<file path="config.mk">
export PLATFORM = sky130hd
export DESIGN_NAME = snake_body_map
export DESIGN_NICKNAME = d
export VERILOG_FILES = /design/src/rtl/snake_pkg.sv /design/src/rtl/snake_cell_match.sv /design/src/rtl/snake_body_map.sv
export SDC_FILE = /design/constraint.sdc
export NUM_CORES = 1
export LEC_CHECK = 0
export ABC_AREA = 1
export CAP_MARGIN = 20
export CORE_AREA = 2 2 158 145
export CTS_CLUSTER_DIAMETER = 60
export DETAILED_ROUTE_END_ITERATION = 8
export DIE_AREA = 0 0 160 147
export GPL_TIMING_DRIVEN = 0
export PLACE_DENSITY = 0.72
export SYNTH_ARGS = -nofsm -noshare
export SYNTH_HDL_FRONTEND = slang
export SYNTH_SLANG_ARGS = --single-unit
</file>
<file path="constraint.sdc">
create_clock -name clk -period 20.1 [get_ports clk]
set_clock_uncertainty 0.15 [all_clocks]
set_input_delay 5.025 -clock clk [delete_from_list [all_inputs] [get_ports clk]]
set_output_delay 5.025 -clock clk [all_outputs]
set_load 0.005 [all_outputs]
</file>
<file path="src/rtl/snake_pkg.sv">
// rtl/snake_pkg.sv - shared constants, encodings and helpers for the snake game-state stage
// Purpose: cell codes, heading encodings, grid geometry and the reset head position.
// Ports: none (package).
package snake_pkg;

  localparam logic [1:0] CELL_NONE = 2'd0;
  localparam logic [1:0] CELL_HEAD = 2'd1;
  localparam logic [1:0] CELL_BODY = 2'd2;
  localparam logic [1:0] CELL_WALL = 2'd3;

  typedef enum logic [1:0] {
    DIR_UP    = 2'd0,
    DIR_DOWN  = 2'd1,
    DIR_LEFT  = 2'd2,
    DIR_RIGHT = 2'd3
  } dir_e;

  typedef enum logic {
    ST_RUN  = 1'b0,
    ST_DEAD = 1'b1
  } state_e;

  localparam int GRID_W    = 40;
  localparam int GRID_H    = 30;
  localparam int CELL_SIZE = 16;

  localparam logic [5:0] RESET_HEAD_X = 6'd20;
  localparam logic [4:0] RESET_HEAD_Y = 5'd15;

  // Border ring of the playfield.
  function automatic logic is_wall(input logic [5:0] cx, input logic [4:0] cy);
    return (cx == 6'd0) || (cx == 6'(GRID_W - 1)) ||
           (cy == 5'd0) || (cy == 5'(GRID_H - 1));
  endfunction

  function automatic dir_e opposite(input dir_e d);
    dir_e r;
    case (d)
      DIR_UP:   r = DIR_DOWN;
      DIR_DOWN: r = DIR_UP;
      DIR_LEFT: r = DIR_RIGHT;
      default:  r = DIR_LEFT;
    endcase
    return r;
  endfunction

endpackage

</file>
<file path="src/rtl/snake_cell_match.sv">
// rtl/snake_cell_match.sv - compare one query cell against all valid snake segments
// Purpose: combinational head/body hit detection for a single grid cell.
// Ports:
//   qx, qy     query cell column/row
//   seg_x/y    segment storage, index 0 is the head
//   len        number of valid segments; body covers 1 <= i < len
//   head_hit   query equals segment 0
//   body_hit   query equals some segment i with 1 <= i < len
import snake_pkg::*;

module snake_cell_match #(
  parameter int MAX_LEN = 16
) (
  input  logic [5:0]                qx,
  input  logic [4:0]                qy,
  input  logic [MAX_LEN-1:0][5:0]   seg_x,
  input  logic [MAX_LEN-1:0][4:0]   seg_y,
  input  logic [6:0]                len,
  output logic                      head_hit,
  output logic                      body_hit
);

  always_comb begin
    head_hit = (seg_x[0] == qx) && (seg_y[0] == qy);
    body_hit = 1'b0;
    for (int i = 1; i < MAX_LEN; i++) begin
      if ((7'(i) < len) && (seg_x[i] == qx) && (seg_y[i] == qy)) begin
        body_hit = 1'b1;
      end
    end
  end

endmodule

</file>
<file path="src/rtl/snake_body_map.sv">
// rtl/snake_body_map.sv - snake segment store, move/grow/kill logic and pixel classifier
// Purpose: holds snake segments on the 40x30 grid, advances them on move_tick and
//   answers each VGA pixel query with a registered NONE/HEAD/BODY/WALL code.
// Build option: SNAKE_SELF_HIT_EN enables death on self-collision; without it only
//   walls kill and the head may pass over the body.
// Ports:
//   clk, rst          system clock, asynchronous active-high reset
//   x_pos, y_pos      pixel being scanned by the VGA controller
//   move_tick         advance one cell
//   dir               requested heading (0 UP, 1 DOWN, 2 LEFT, 3 RIGHT)
//   restart           reload the start configuration, only while dead
//   apple_x, apple_y  apple cell
//   snake             registered cell code for the previous pixel query
//   head_x, head_y    head cell
//   length            current segment count
//   eat               one-cycle pulse when a move lands on the apple
//   dead              high while in DEAD
import snake_pkg::*;

module snake_body_map #(
  parameter int MAX_LEN  = 16,
  parameter int INIT_LEN = 3
) (
  input  logic       clk,
  input  logic       rst,
  input  logic [9:0] x_pos,
  input  logic [9:0] y_pos,
  input  logic       move_tick,
  input  logic [1:0] dir,
  input  logic       restart,
  input  logic [5:0] apple_x,
  input  logic [4:0] apple_y,
  output logic [1:0] snake,
  output logic [5:0] head_x,
  output logic [4:0] head_y,
  output logic [6:0] length,
  output logic       eat,
  output logic       dead
);

  state_e                   state_q, state_d;
  logic [MAX_LEN-1:0][5:0]  seg_x_q, seg_x_d;
  logic [MAX_LEN-1:0][4:0]  seg_y_q, seg_y_d;
  logic [6:0]               length_q, length_d;
  dir_e                     heading_q, heading_d;
  dir_e                     pending_q, pending_d;
  logic                     eat_q, eat_d;
  logic [1:0]               snake_q, snake_d;

  logic [5:0] next_x;
  logic [4:0] next_y;
  logic       wall_hit;
  logic       self_hit;
  logic       apple_hit;
  logic       do_shift;
  logic       do_restart;

  // Next head position from the pending heading. The head is never on a wall
  // while running, so the +/-1 cannot wrap.
  always_comb begin
    next_x = seg_x_q[0];
    next_y = seg_y_q[0];
    case (pending_q)
      DIR_UP:   next_y = seg_y_q[0] - 5'd1;
      DIR_DOWN: next_y = seg_y_q[0] + 5'd1;
      DIR_LEFT: next_x = seg_x_q[0] - 6'd1;
      default:  next_x = seg_x_q[0] + 6'd1;
    endcase
  end

  assign wall_hit  = is_wall(next_x, next_y);
  assign apple_hit = (next_x == apple_x) && (next_y == apple_y);

`ifdef SNAKE_SELF_HIT_EN
  logic unused_coll_head;

  // Passing length-1 limits the body compare to 1..length-2: the tail cell is
  // vacated by this same move, so running into it is legal.
  snake_cell_match #(.MAX_LEN(MAX_LEN)) u_coll_match (
    .qx       (next_x),
    .qy       (next_y),
    .seg_x    (seg_x_q),
    .seg_y    (seg_y_q),
    .len      (length_q - 7'd1),
    .head_hit (unused_coll_head),
    .body_hit (self_hit)
  );
`else
  assign self_hit = 1'b0;
`endif

  // State register together with the datapath flops.
  always_ff @(posedge clk or posedge rst) begin
    if (rst) begin
      state_q   <= ST_RUN;
      length_q  <= 7'(INIT_LEN);
      heading_q <= DIR_RIGHT;
      pending_q <= DIR_RIGHT;
      eat_q     <= 1'b0;
      snake_q   <= CELL_NONE;
      for (int i = 0; i < MAX_LEN; i++) begin
        seg_x_q[i] <= RESET_HEAD_X - 6'(i);
        seg_y_q[i] <= RESET_HEAD_Y;
      end
    end else begin
      state_q   <= state_d;
      length_q  <= length_d;
      heading_q <= heading_d;
      pending_q <= pending_d;
      eat_q     <= eat_d;
      snake_q   <= snake_d;
      seg_x_q   <= seg_x_d;
      seg_y_q   <= seg_y_d;
    end
  end

  // Next-state logic.
  always_comb begin
    state_d = state_q;
    case (state_q)
      ST_RUN: begin
        if (move_tick && (wall_hit || self_hit)) state_d = ST_DEAD;
      end
      default: begin
        if (restart) state_d = ST_RUN;
      end
    endcase
  end

  // State-decoded controls.
  always_comb begin
    dead       = (state_q == ST_DEAD);
    do_shift   = (state_q == ST_RUN) && move_tick && !wall_hit && !self_hit;
    do_restart = (state_q == ST_DEAD) && restart;
  end

  // Segment, length and heading updates.
  always_comb begin
    seg_x_d   = seg_x_q;
    seg_y_d   = seg_y_q;
    length_d  = length_q;
    heading_d = heading_q;
    eat_d     = 1'b0;
    if (do_restart) begin
      length_d  = 7'(INIT_LEN);
      heading_d = DIR_RIGHT;
      for (int i = 0; i < MAX_LEN; i++) begin
        seg_x_d[i] = RESET_HEAD_X - 6'(i);
        seg_y_d[i] = RESET_HEAD_Y;
      end
    end else if (do_shift) begin
      for (int i = 1; i < MAX_LEN; i++) begin
        seg_x_d[i] = seg_x_q[i-1];
        seg_y_d[i] = seg_y_q[i-1];
      end
      seg_x_d[0] = next_x;
      seg_y_d[0] = next_y;
      heading_d  = pending_q;
      if (apple_hit) begin
        eat_d = 1'b1;
        if (length_q < 7'(MAX_LEN)) length_d = length_q + 7'd1;
      end
    end
  end

  // Reversal filter is checked against the heading this cycle leaves behind,
  // so a request made in a move cycle cannot undo the turn being applied.
  always_comb begin
    pending_d = pending_q;
    if (do_restart) begin
      pending_d = DIR_RIGHT;
    end else if (dir_e'(dir) != opposite(heading_d)) begin
      pending_d = dir_e'(dir);
    end
  end

  // Pixel classification.
  logic [5:0] pix_cx;
  logic [4:0] pix_cy;
  logic       pix_in_range;
  logic       pix_head;
  logic       pix_body;
  logic       unused_pix_lsbs;

  assign pix_cx          = x_pos[9:4];
  assign pix_cy          = y_pos[8:4];
  assign pix_in_range    = (x_pos < 10'(GRID_W * CELL_SIZE)) &&
                           (y_pos < 10'(GRID_H * CELL_SIZE));
  assign unused_pix_lsbs = ^{x_pos[3:0], y_pos[3:0]};

  snake_cell_match #(.MAX_LEN(MAX_LEN)) u_pix_match (
    .qx       (pix_cx),
    .qy       (pix_cy),
    .seg_x    (seg_x_q),
    .seg_y    (seg_y_q),
    .len      (length_q),
    .head_hit (pix_head),
    .body_hit (pix_body)
  );

  always_comb begin
    snake_d = CELL_NONE;
    if (pix_in_range) begin
      if (pix_head)                         snake_d = CELL_HEAD;
      else if (pix_body)                    snake_d = CELL_BODY;
      else if (is_wall(pix_cx, pix_cy))     snake_d = CELL_WALL;
    end
  end

  assign snake  = snake_q;
  assign head_x = seg_x_q[0];
  assign head_y = seg_y_q[0];
  assign length = length_q;
  assign eat    = eat_q;

endmodule

</file>
# Yosys cells after proc, flatten, opt, wreduce, memory -nomap -nowiden
# Index checks and enable logic that the tools add are counted.
# totals
inputBits	37
reg_bits	191
# op_classes
n_mux	41
n_eq_ne	43
order_cmp	18
bitwise	1
addsub	5
reduce_logical	56
# ops
cell	count
$mux W96	2
$mux W80	2
$eq A6 B6 Y1	17
$eq A5 B5 Y1	17
$lt A4 B7 Y1 const A	8
$logic_and A1 B1 Y1	37
$lt A3 B7 Y1 const A	4
$mux W7	4
$mux W1	21
$mux W2	9
$lt A2 B7 Y1 const A	2
$eq A6 B6 Y1 const B	2
$logic_not A6 Y1	2
$pmux W6 S2	1
$eq A5 B5 Y1 const B	2
$logic_not A5 Y1	2
$lt A10 B10 Y1 const B	1
$lt A10 B9 Y1 const B	1
$pmux W5 S2	1
$reduce_bool A2 Y1	4
$add A7 B1 Y7 const B	1
$lt A1 B7 Y1 const A	1
$lt A7 B5 Y1 const B	1
$add A6 B1 Y6 const B	1
other kinds (13)	21

# Longest topological paths before layout
# Gate-level depths: netlist of the first run.
# logic_depth
word_depth	21
depth_mapped	25
mapped_depth_nobuf	24

# Modules after synthesis
# From an unflattened synthesis of the first run, not the netlist that was laid out.
# hier_totals
hier_cells	1330
hier_area_um2	11558.6
# by_module_without_submodules
module	cells_per_inst	area_each_um2	n_inst
snake_body_map	823	8665.8	1
snake_cell_match	507	2892.8	1

# Least setup slack after synthesis of the first run
# OpenSTA, ideal clock, no wires.
# synth_timing
kind	input port to flip-flop
start	input y_pos[4]
end	register snake_q[0], in the netlist snake[0]
required_ns	19.828
t_arrival_ns	6.455
cell_stages	9
path_slack_ns	13.373
n_path_buf	2
cell_sequence	clkbuf_1 buf_1 xor2_1 nor4_1 nand3_1 nand3_1 nor2_1 nand3b_1 a21boi_1
# synth_via
elab_chain_cells	20
elab_cells_between_ends	57
cone_classes	order compare: 1; eq/ne: 17; mux: 19; reduce/logical: 20
# synth_rtl
item	line	text
from (decl)	snake_body_map.sv:27	input logic [9:0] y_pos,
$eq A5 B5 Y1	snake_cell_match.sv:27	if ((7'(i) < len) && (seg_x[i] == qx) && (seg_y[i] == qy)) begin
$logic_and A1 B1 Y1	snake_cell_match.sv:27	
$mux W1 (15 in series)	snake_cell_match.sv:27	
$mux W2	snake_body_map.sv:205	else if (pix_body) snake_d = CELL_BODY;
$mux W2	snake_body_map.sv:204	if (pix_head) snake_d = CELL_HEAD;
$mux W2 (*)	snake_body_map.sv:203	if (pix_in_range) begin
named net snake_d[0]	snake_body_map.sv:48	logic [1:0] snake_q, snake_d;
to (signal assigned)	snake_body_map.sv:111	snake_q <= snake_d;
to (decl)	snake_body_map.sv:48	
# The timed path passes the listed nets; every way through them passes the cells marked *.
# A chain may end at the register's enable or synchronous reset.

# Final worst setup path of the first run
# layout_timing
start	input y_pos[7]
end	register snake_q[0], in the netlist snake[0]
# The elaborated chain is that of the path after synthesis.

==> qor.yml, run 1 <==
outcome:
  status: "complete, no violations"
setup_path:
  critical_path.endpoint_type: "flip-flop"
  cp.required_ns: 20.27
  startpoint_type: "input port"
  cp_max_fo: 10
  path_class: "input port to flip-flop"
  critPathArrivalTime_ns: 7.59
placed_design:
  dp.final_hpwl_mm: 22.42
  io_buffers: 39
  place.gp.congestion: 0.8983
cts:
  cts_htree_levels: 4
  clkSlewWorstSetupHoldPaths_ns: 0.07
  cts-root-buf: "clkbuf_16"
  cts_tree: "built"
  clockBufferDepth: 2
  cts_num_sinks: 191
  postCtsHoldBufs: 0
  post_cts_resized: 0
  post-cts-setup-buffers: 0
  clk-insertion-delay-late_ns: 0.44
  numCtsBuffers: 17
logic_synthesis:
  ys_top_cells_by_count: "inv_1, nand2_1, dfstp_2"
  synth.most_common_cell: "inv_1"
  synthSimpleGateAreaFrac_pct: 14.53
  yosys-mux-area-fraction_pct: 0
  synth_ff_type: "dfstp_2"
  synth_top_family_by_area: "compound AO/OA/AOI/OAI gates"
  synth_cell_type_count: 40
  synth-seq-cells: 191
  synth-edff-count: 0
  netlist.area_leader.share_pct: 26.01
  synthArstFlopShare_pct: 100.0
  synthTopCellsByArea: "dfstp_2, dfrtp_1, xor2_1"
  avgSynthCellArea_um2: 8.984
  synth_fa_ha_area_share_pct: 0.7641
  syn_nets: 1246
  synth_seq_area_share_pct: 45.46
  synth_compound_area_share_pct: 15.76
  yosys.area.top_type: "dfstp_2"
  synth.cell_area_mm2: 0.01081
  netlist_instances: 1203
  yosysWarnings: 0
  yosys.area_share.xor_xnor_pct: 11.75
sta:
  slew_headroom_pct: 36.44
  finalSetupTns_ns: 0
  setup_viol: 0
  fin_crit_ns: 7.413
  tightest_slew_ns: 0.9499
  hold_viol_final: 0
  rsz0062_at_grt: "no"
  timing.fmax_mhz: 134.9
  finalMaxSlewViolations: 0
  fin_crit_sh_pct: 36.88
floorplan:
  num_rows: 52
  pin_count: 59
  design.core.area_mm2: 0.02199
  die_y_um: 147
  start_util_pct: 49.15
  die_area_mm2: 0.02352
  fp.dieW_um: 160
power:
  p_leak_nw: 5.751
  pwr_density_cell_mw_per_mm2: 170.5
  total_power_w: 0.002079
  vdd_ir_drop_max_mv: 0.07323
finish:
  drive_above_1_share_pct: 20.78
  num_antenna_cells: 0
  final_nets: 1305
  area_growth_pct: 12.85
job:
  maxCapViolations: 0
route:
  wl_per_cell_um: 19.54
  drt_first_pass_iters: 5
  vias: 8750
  ant_nets: 0
  viasPerCell: 5.566
  wl_mm: 30.71
  drc: 0
  drt_iter0_markers: 818
grt:
  track_usage_pct: 26.79
  grt_max_degree: 100
  grt_pass1_wl_mm: 48.33
  grt-ovfl-total: 0
  antenna_found_initial: 0
  grt_pass1_vias: 8672
worst_hold_path:
  hold_class: "flip-flop to flip-flop"
cells in the final DEF, fill, tap and decap left out, drive strengths merged, types with 2 or more instances in the layout:
master,n
clkdlybuf4s50,39
o21ai,25
dfrtp,84
a22oi,95
xnor2,54
buf,61
a21oi,27
ha,5
nand2,182
clkinv,5
bufinv,2
inv,217
xor2,91
nand4,39
nand3,43
nor3,16
nor2,44
nor4,20
dfstp,107
clkinvlp,3
nand3b,2
o22ai,62
o2111ai,5
clkbuf,40
layer usage:
metal / routed length, µm / GRT usage [%]
met4: 1095 / 11.08
met3: 2593 / 6.014
met2: 13840 / 41.30
met5: 0 / 0
met1: 13180 / 36.78
where the power goes:
group | internal, W | switching, W | leakage (nW)
combinational | 0.000376 | 0.000654 | 3.23
sequential | 0.000595 | 0.000110 | 2.24
clock | 0.000191 | 0.000153 | 0.280
per-stage QoR:
stage	hold WS (ns)	cell area [µm²]	setup slack (ns)	util, %	std cells
floorplan	0.3177	10810	9.903	-	1203
global placement	0.3333	11570	7.234	52.61	1539
detailed placement	0.3338	11600	12.26	52.77	1540
CTS	0.3481	12200	12.70	55.46	1572
global route	0.3519	12200	12.61	55.46	1572
finish	0.3480	12200	12.69	55.46	1572
critical path, cell delays in order:
cell and delay [ns]:
clkbuf_1 0.51, inv_1 0.24, clkbuf_1 0.38, nand2_1 0.14, nand4_1 0.12, nor4_1 0.52
o2111ai_1 0.19, nand3_1 0.15, nor2_1 0.11, nand3b_1 0.12, a21boi_1 0.06
worst paths after layout:
check / end / from / depth (start not counted) / slack, ns
min reg2reg: seg_y_q[77] / seg_y_q[77] / 2 / 0.35
max in group asynchronous: seg_x_q[22] / rst / 3 / 13.95
min in group asynchronous: seg_x_q[43] / rst / 2 / 4.95
max: snake[0] / y_pos[7] / 11 / 12.69
min: seg_y_q[77] / seg_y_q[77] / 2 / 0.35
max reg2reg: seg_y_q[14] / pending_q[1] / 20 / 16.29
flip-flops by register name (all words and copies together) (netlist names):
signal and flops:
seg_x_q 90, seg_y_q 75, length 7, head_x 6, head_y 5, heading_q 2, pending_q 2, snake 2
dead 1, eat 1
area by class of cell:
type                    instances  area [µm²]
fillers                      1971        9794
repair buffers                 40       417.9
inverters                     216       820.8
multi-input cells             717        4626
plain buffers                  79       455.4
clock buffers                  21       460.4
well taps                     297       371.6
clock inverters                11       131.4
flip-flops and latches        191        4913
kinds of logic (layout without fill, tap and decap cells):
| group | Yosys count | count (layout) |
|---|---|---|
| xor+xnor | 145 | 145 |
| compound gates | 219 | 219 |
| simple gates | 347 | 347 |
| buf+inv | 295 | 367 |
| flops | 191 | 191 |
| fa+ha+maj | 6 | 6 |
No activity file was read; power rests on OpenSTA's default activity.
==> run 2, diff against run 1 <==
--- a/config.mk
+++ b/config.mk
@@ -12,7 +12,7 @@
 export DETAILED_ROUTE_END_ITERATION = 8
 export DIE_AREA = 0 0 160 147
 export GPL_TIMING_DRIVEN = 0
-export PLACE_DENSITY = 0.72
+export PLACE_DENSITY = 0.75
 export SYNTH_ARGS = -nofsm -noshare
 export SYNTH_HDL_FRONTEND = slang
 export SYNTH_SLANG_ARGS = --single-unit
==> constraint.sdc (replaced) <==
create_clock -name clk -period 6.75 [get_ports clk]
set_clock_uncertainty 0.15 [all_clocks]
set_input_delay 1.6875 -clock clk [delete_from_list [all_inputs] [get_ports clk]]
set_output_delay 1.6875 -clock clk [all_outputs]
set_load 0.005 [all_outputs]
==> run 2 against run 1 <==
Against the previous run:
- total power grew to 3.0 times the previous value
- combinational power grew to 3.0 times the previous value
- worst setup slack lost 9.7 ns
- utilization grew 0.34 points
- final cell count grew 0.25%
- cell area grew 0.61%
- count of clock-buffer cells in the layout shrank 4
- clock power grew to 3.0 times the previous value
- via count is essentially flat
- sequential cell count is the same
- largest power group unchanged
==> qor.yml, run 2 (synthesized netlist as in run 1, its figures left out) <==
sta:
  rsz0062_at_grt: "no"
  fin_crit_ns: 3.804
  finalMaxSlewViolations: 0
  setup_viol: 0
  hold_viol_final: 0
  timing.fmax_mhz: 262.9
  finalSetupTns_ns: 0
  slew_headroom_pct: 32.27
  fin_crit_sh_pct: 56.35
  tightest_slew_ns: 1.012
route:
  drt_iter0_markers: 876
  drc: 0
  vias: 8746
  drt_first_pass_iters: 5
  viasPerCell: 5.549
  ant_nets: 0
  wl_per_cell_um: 18.59
  wl_mm: 29.29
placed_design:
  placed_area_mm2: 0.01167
  dpl.cell_count: 1544
  dp.final_hpwl_mm: 22.22
  place.gp.congestion: 0.9338
  io_buffers: 39
grt:
  track_usage_pct: 25.64
  grt-ovfl-total: 0
  grt_pass1_vias: 8748
  grt_pass1_wl_mm: 47.00
  antenna_found_initial: 0
  grt_max_degree: 40
cts:
  clk-insertion-delay-late_ns: 0.44
  cts_num_sinks: 191
  postCtsHoldBufs: 0
  clockBufferDepth: 2
  cts_htree_levels: 4
  post-cts-setup-buffers: 0
  cts-root-buf: "clkbuf_16"
  clkSlewWorstSetupHoldPaths_ns: 0.07
  cts_tree: "built"
  post_cts_resized: 0
  numCtsBuffers: 17
finish:
  largest_reg_flops: 90
  num_antenna_cells: 0
  multi_input_area_mm2: 0.004626
  area_growth_pct: 13.53
  top_register: "seg_x_q"
  n_fill_cell: 1971
  ff_latch_area_mm2: 0.004913
  layoutNonFillerInstCount: 1576
  most-common-layout-cells: "inv_1, nand2_1, dfstp_2"
  final_area_mm2: 0.01227
  mostFrequentLayoutCell: "inv_1"
  drive_above_1_share_pct: 21.19
  final_util_pct: 55.80
  final_nets: 1309
setup_path:
  cp_max_fo: 10
  startpoint_type: "input port"
  reg2regPathDepth: 20
  cp.required_ns: 6.92
  critPathArrivalTime_ns: 3.98
  path_class: "input port to flip-flop"
  rrSetupSlack_ns: 2.97
  rr_startpoint: "pending_q[1]"
  critical_path.endpoint_type: "flip-flop"
  r2r-end: "seg_x_q[14]"
power:
  pwr-share-comb_pct: 49.4
  seqPwrFrac_pct: 33.8
  switching_share_pct: 44.34
  p_switching_w: 0.002751
  internal_power_w: 0.003453
  pwr_density_cell_mw_per_mm2: 505.6
  p_leak_nw: 5.791
  pwr-share-clk_pct: 16.8
  vdd_ir_drop_max_mv: 0.2348
  total_power_w: 0.006204
outcome:
  status: "complete, no violations"
worst_hold_path:
  whs_path_depth: 2
  hold_class: "flip-flop to flip-flop"
  min_to: "seg_x_q[92]"
  min-delay-start: "seg_x_q[86]"
floorplan:
  die_area_mm2: 0.02352
  num_rows: 52
  pin_count: 59
  fp.dieW_um: 160
  design.core.area_mm2: 0.02199
  start_util_pct: 49.15
  die_y_um: 147
job:
  maxCapViolations: 0
## run 2: cell type report
| class | count | area share (%) |
|---|---|---|
| Sequential cell | 191 | 40.04 |
| Multi-Input combinational cell | 717 | 37.70 |
| Inverter | 216 | 6.659 |
| Timing Repair Buffer | 44 | 3.997 |
| Buffer | 79 | 3.712 |
| Clock buffer | 17 | 3.467 |
| Tap cell | 297 | 3.028 |
| Clock inverter | 15 | 1.397 |
## run 2: layer usage
metal / part of all wire [%] / GRT usage [%] / vias up / wire length [µm]
met3: 7.3 / 6.606 / 65 / 2134
met1: 44 / 34.54 / 4286 / 12760
met5: 0 / 0 / - / 0
li1: - / - / 4073 / -
met4: 3.6 / 10.32 / 0 / 1065
met2: 46 / 39.78 / 322 / 13330
## run 2: stage by stage
| stage | hold WS [ns] | setup WS [ns] |
|---|---|---|
| floorplan | 0.3177 | 2.537 |
| global placement | 0.3326 | 0.9489 |
| detailed placement | 0.3370 | 2.547 |
| CTS | 0.3517 | 2.993 |
| global route | 0.3706 | 2.647 |
| finish | 0.3519 | 2.946 |
## run 2: worst max-delay path, stage by stage
cell and delay, ns:
clkbuf_1 0.44, inv_1 0.25, clkbuf_1 0.36, nand2_1 0.13, nand4_1 0.12, nor4_1 0.38
nand3_1 0.12, nand3_1 0.20, nor2_1 0.11, nand3b_1 0.10, a21boi_1 0.06
## run 2: power groups by stage
stage | clock (W) | sequential, W | combinational (W)
floorplan | 0 | 0.00203 | 0.00223
global placement | 0 | 0.00209 | 0.00293
CTS | 0.00105 | 0.00209 | 0.00304
detailed placement | 0 | 0.00211 | 0.00302
global route | 0.00109 | 0.00215 | 0.00335
finish | 0.00104 | 0.00210 | 0.00306
## run 2: worst max-delay path by stage
| stage | from | to | cells past startpoint |
|---|---|---|---|
| after global placement | rst | eat | 2 |
| after CTS | y_pos[7] | snake[0] | 11 |
| after global routing | y_pos[7] | snake[1] | 12 |
| final | y_pos[7] | snake[0] | 11 |
| after floorplan | rst | dead | 1 |
| after detailed placement | y_pos[7] | snake[0] | 11 |
==> run 3, diff against run 2 <==
--- a/config.mk
+++ b/config.mk
@@ -12,7 +12,7 @@
 export DETAILED_ROUTE_END_ITERATION = 8
 export DIE_AREA = 0 0 160 147
 export GPL_TIMING_DRIVEN = 0
-export PLACE_DENSITY = 0.75
+export PLACE_DENSITY = 0.72
 export SYNTH_ARGS = -nofsm -noshare
 export SYNTH_HDL_FRONTEND = slang
 export SYNTH_SLANG_ARGS = --single-unit
==> constraint.sdc (replaced) <==
create_clock -name clk -period 3.5 [get_ports clk]
set_clock_uncertainty 0.15 [all_clocks]
set_input_delay 0.875 -clock clk [delete_from_list [all_inputs] [get_ports clk]]
set_output_delay 0.875 -clock clk [all_outputs]
set_load 0.005 [all_outputs]
==> run 3 against run 2 <==
Against the previous run:
- hold slack got worse by 0.0048 ns
- cell area rose by 0.95%
- wire length rose by 2.5%
- sequential share of layout area fell by 0.38 points
- non-clock buffer count did not move
- critical path depth rose by 9
- clock power rose by 100%
- critical path type is now flip-flop to flip-flop
- largest power group unchanged
==> qor.yml, run 3 (synthesized netlist as in run 1, its figures left out) <==
floorplan:
  die_y_um: 147
  pin_count: 59
  fp.dieW_um: 160
  num_rows: 52
  start_util_pct: 49.15
  die_area_mm2: 0.02352
  design.core.area_mm2: 0.02199
grt:
  grt_pass1_wl_mm: 47.51
  track_usage_pct: 26.29
  grt_pass1_vias: 8609
  antenna_found_initial: 0
  grt-ovfl-total: 0
  grt_max_degree: 44
setup_path:
  critical_path.endpoint_type: "flip-flop"
  path_class: "flip-flop to flip-flop"
  startpoint_type: "flip-flop"
  path_common_cell: "nand2_1"
  worstPathCellList: "buf_6, inv_4, nand2_2, inv_1, fa_1, inv_1, nand2_1, nand2_1, a21oi_1, xor2_1, nand2_1, o21ai_2, inv_2, nor2_2, nor2_4, nand3_4, inv_4, buf_6, buf_4, a22oi_2"
  critPathArrivalTime_ns: 3.54
  slowest_stage: "dfstp_2"
  cp.required_ns: 3.71
  critPathMaxStageDelay_ns: 0.53
  cp_max_fo: 10
route:
  wl_per_cell_um: 19.06
  drt_first_pass_iters: 5
  viasPerCell: 5.498
  wl_mm: 30.04
  ant_nets: 0
  vias: 8665
  drc: 0
  drt_iter0_markers: 787
cts:
  clockBufferDepth: 2
  cts_htree_levels: 4
  postCtsHoldBufs: 0
  clk-insertion-delay-late_ns: 0.45
  cts-root-buf: "clkbuf_16"
  cts_tree: "built"
  post-cts-setup-buffers: 0
  numCtsBuffers: 17
  cts_num_sinks: 191
  clkSlewWorstSetupHoldPaths_ns: 0.07
sta:
  finalMaxSlewViolations: 0
  fin_crit_sh_pct: 95.13
  slew_headroom_pct: 46.87
  timing.fmax_mhz: 300.3
  rsz0062_at_grt: "no"
  fin_crit_ns: 3.330
  tightest_slew_ns: 0.7969
  setup_viol: 0
  hold_viol_final: 0
job:
  maxCapViolations: 0
placed_design:
  place.gp.congestion: 0.9267
  dpl.cell_count: 1544
  io_buffers: 39
  dp.final_hpwl_mm: 22.65
finish:
  drive_above_1_share_pct: 22.05
  layoutNonFillerInstCount: 1576
  top_register: "seg_x_q"
  most-common-layout-cells: "inv_1, nand2_1, dfstp_2"
  final_nets: 1309
  largest_reg_flops: 90
  mostFrequentLayoutCell: "inv_1"
  area_growth_pct: 14.61
  num_antenna_cells: 0
power:
  total_power_w: 0.01219
  pwr_density_cell_mw_per_mm2: 983.9
  vdd_ir_drop_max_mv: 0.4543
  p_leak_nw: 5.838
worst_hold_path:
  hold_class: "flip-flop to flip-flop"
outcome:
  status: "complete, no violations"
run 3: cell types whose count changed in the layout (fill, tap and decap cells not counted), moves of 2 or more:
cell      change
nor2_2        +3
buf_8         +2
buf_2         -7
clkbuf_2      +5
clkbuf_4      +5
clkbuf_1      -5
clkinv_2      +2
inv_6         -6
clkbuf_8      +2
inv_2         -2
nor2_1        -4
inv_4         +2
run 3: what timing repair did:
item / CTS / global route
endpoints found under the setup margin: 105 / 172
resized for setup: 4 / 27
pin swaps: 0 / 0
run 3: report_power, final:
part / switching, W / internal [W]
logic: 0.00379 / 0.00225
clock network: 0.000894 / 0.00121
registers: 0.000634 / 0.00342
total: 0.00531 / 0.00688
run 3: metal layers:
metal  part of all wire (%)  GRT usage (%)  up-vias
li1                       -              -     4072
met1                     45          35.78     4261
met2                     46          41.82      270
met3                    5.7          4.743       62
met4                    3.5          10.86        0
met5                      0              0        -
run 3: path summary, 6_finish.rpt:
check | cells after the start | startpoint | slack, ns | endpoint
hold / removal | 2 | seg_x_q[86] | 0.35 | seg_x_q[92]
min in group asynchronous | 3 | rst | 0.69 | snake[0]
hold reg to reg | 2 | seg_x_q[86] | 0.35 | seg_x_q[92]
setup / recovery | 20 | pending_q[1] | 0.17 | seg_y_q[70]
setup reg to reg | 20 | pending_q[1] | 0.17 | seg_y_q[70]
max in group asynchronous | 6 | rst | 1.40 | head_x[2]
run 3: worst max-delay path: cells and delay by family (launching register included):
| family | cells | cell delay (ns) |
|---|---|---|
| buf+inv | 8 | 1.03 |
| simple gates | 7 | 0.71 |
| flops | 1 | 0.53 |
| fa+ha+maj | 1 | 0.39 |
| compound gates | 3 | 0.28 |
| xor+xnor | 1 | 0.14 |
run 3: cell type report:
cell class / instances / area (µm²)
Fill cell: 1991 / 9604
Sequential cell: 191 / 4913
Multi-Input combinational cell: 717 / 4662
Inverter: 216 / 822.0
Buffer: 79 / 494.2
Timing Repair Buffer: 44 / 490.5
Clock buffer: 20 / 478.0
Tap cell: 297 / 371.6
Clock inverter: 12 / 155.1
run 3: through the flow:
step	instance area, µm²	hold WS, ns	setup slack [ns]	utilization, %	setup TNS (ns)
6_report	12390	0.3471	0.1704	56.33	0
5_1_grt	12390	0.3616	0.0002411	56.33	0
4_1_cts	12320	0.3497	0.02155	56.00	0
3_5_place_dp	11670	0.3352	-0.2309	53.08	-7.410
3_3_place_gp	11570	0.3318	-1.513	52.63	-193.98
2_1_floorplan	10810	0.3177	0.09991	-	0
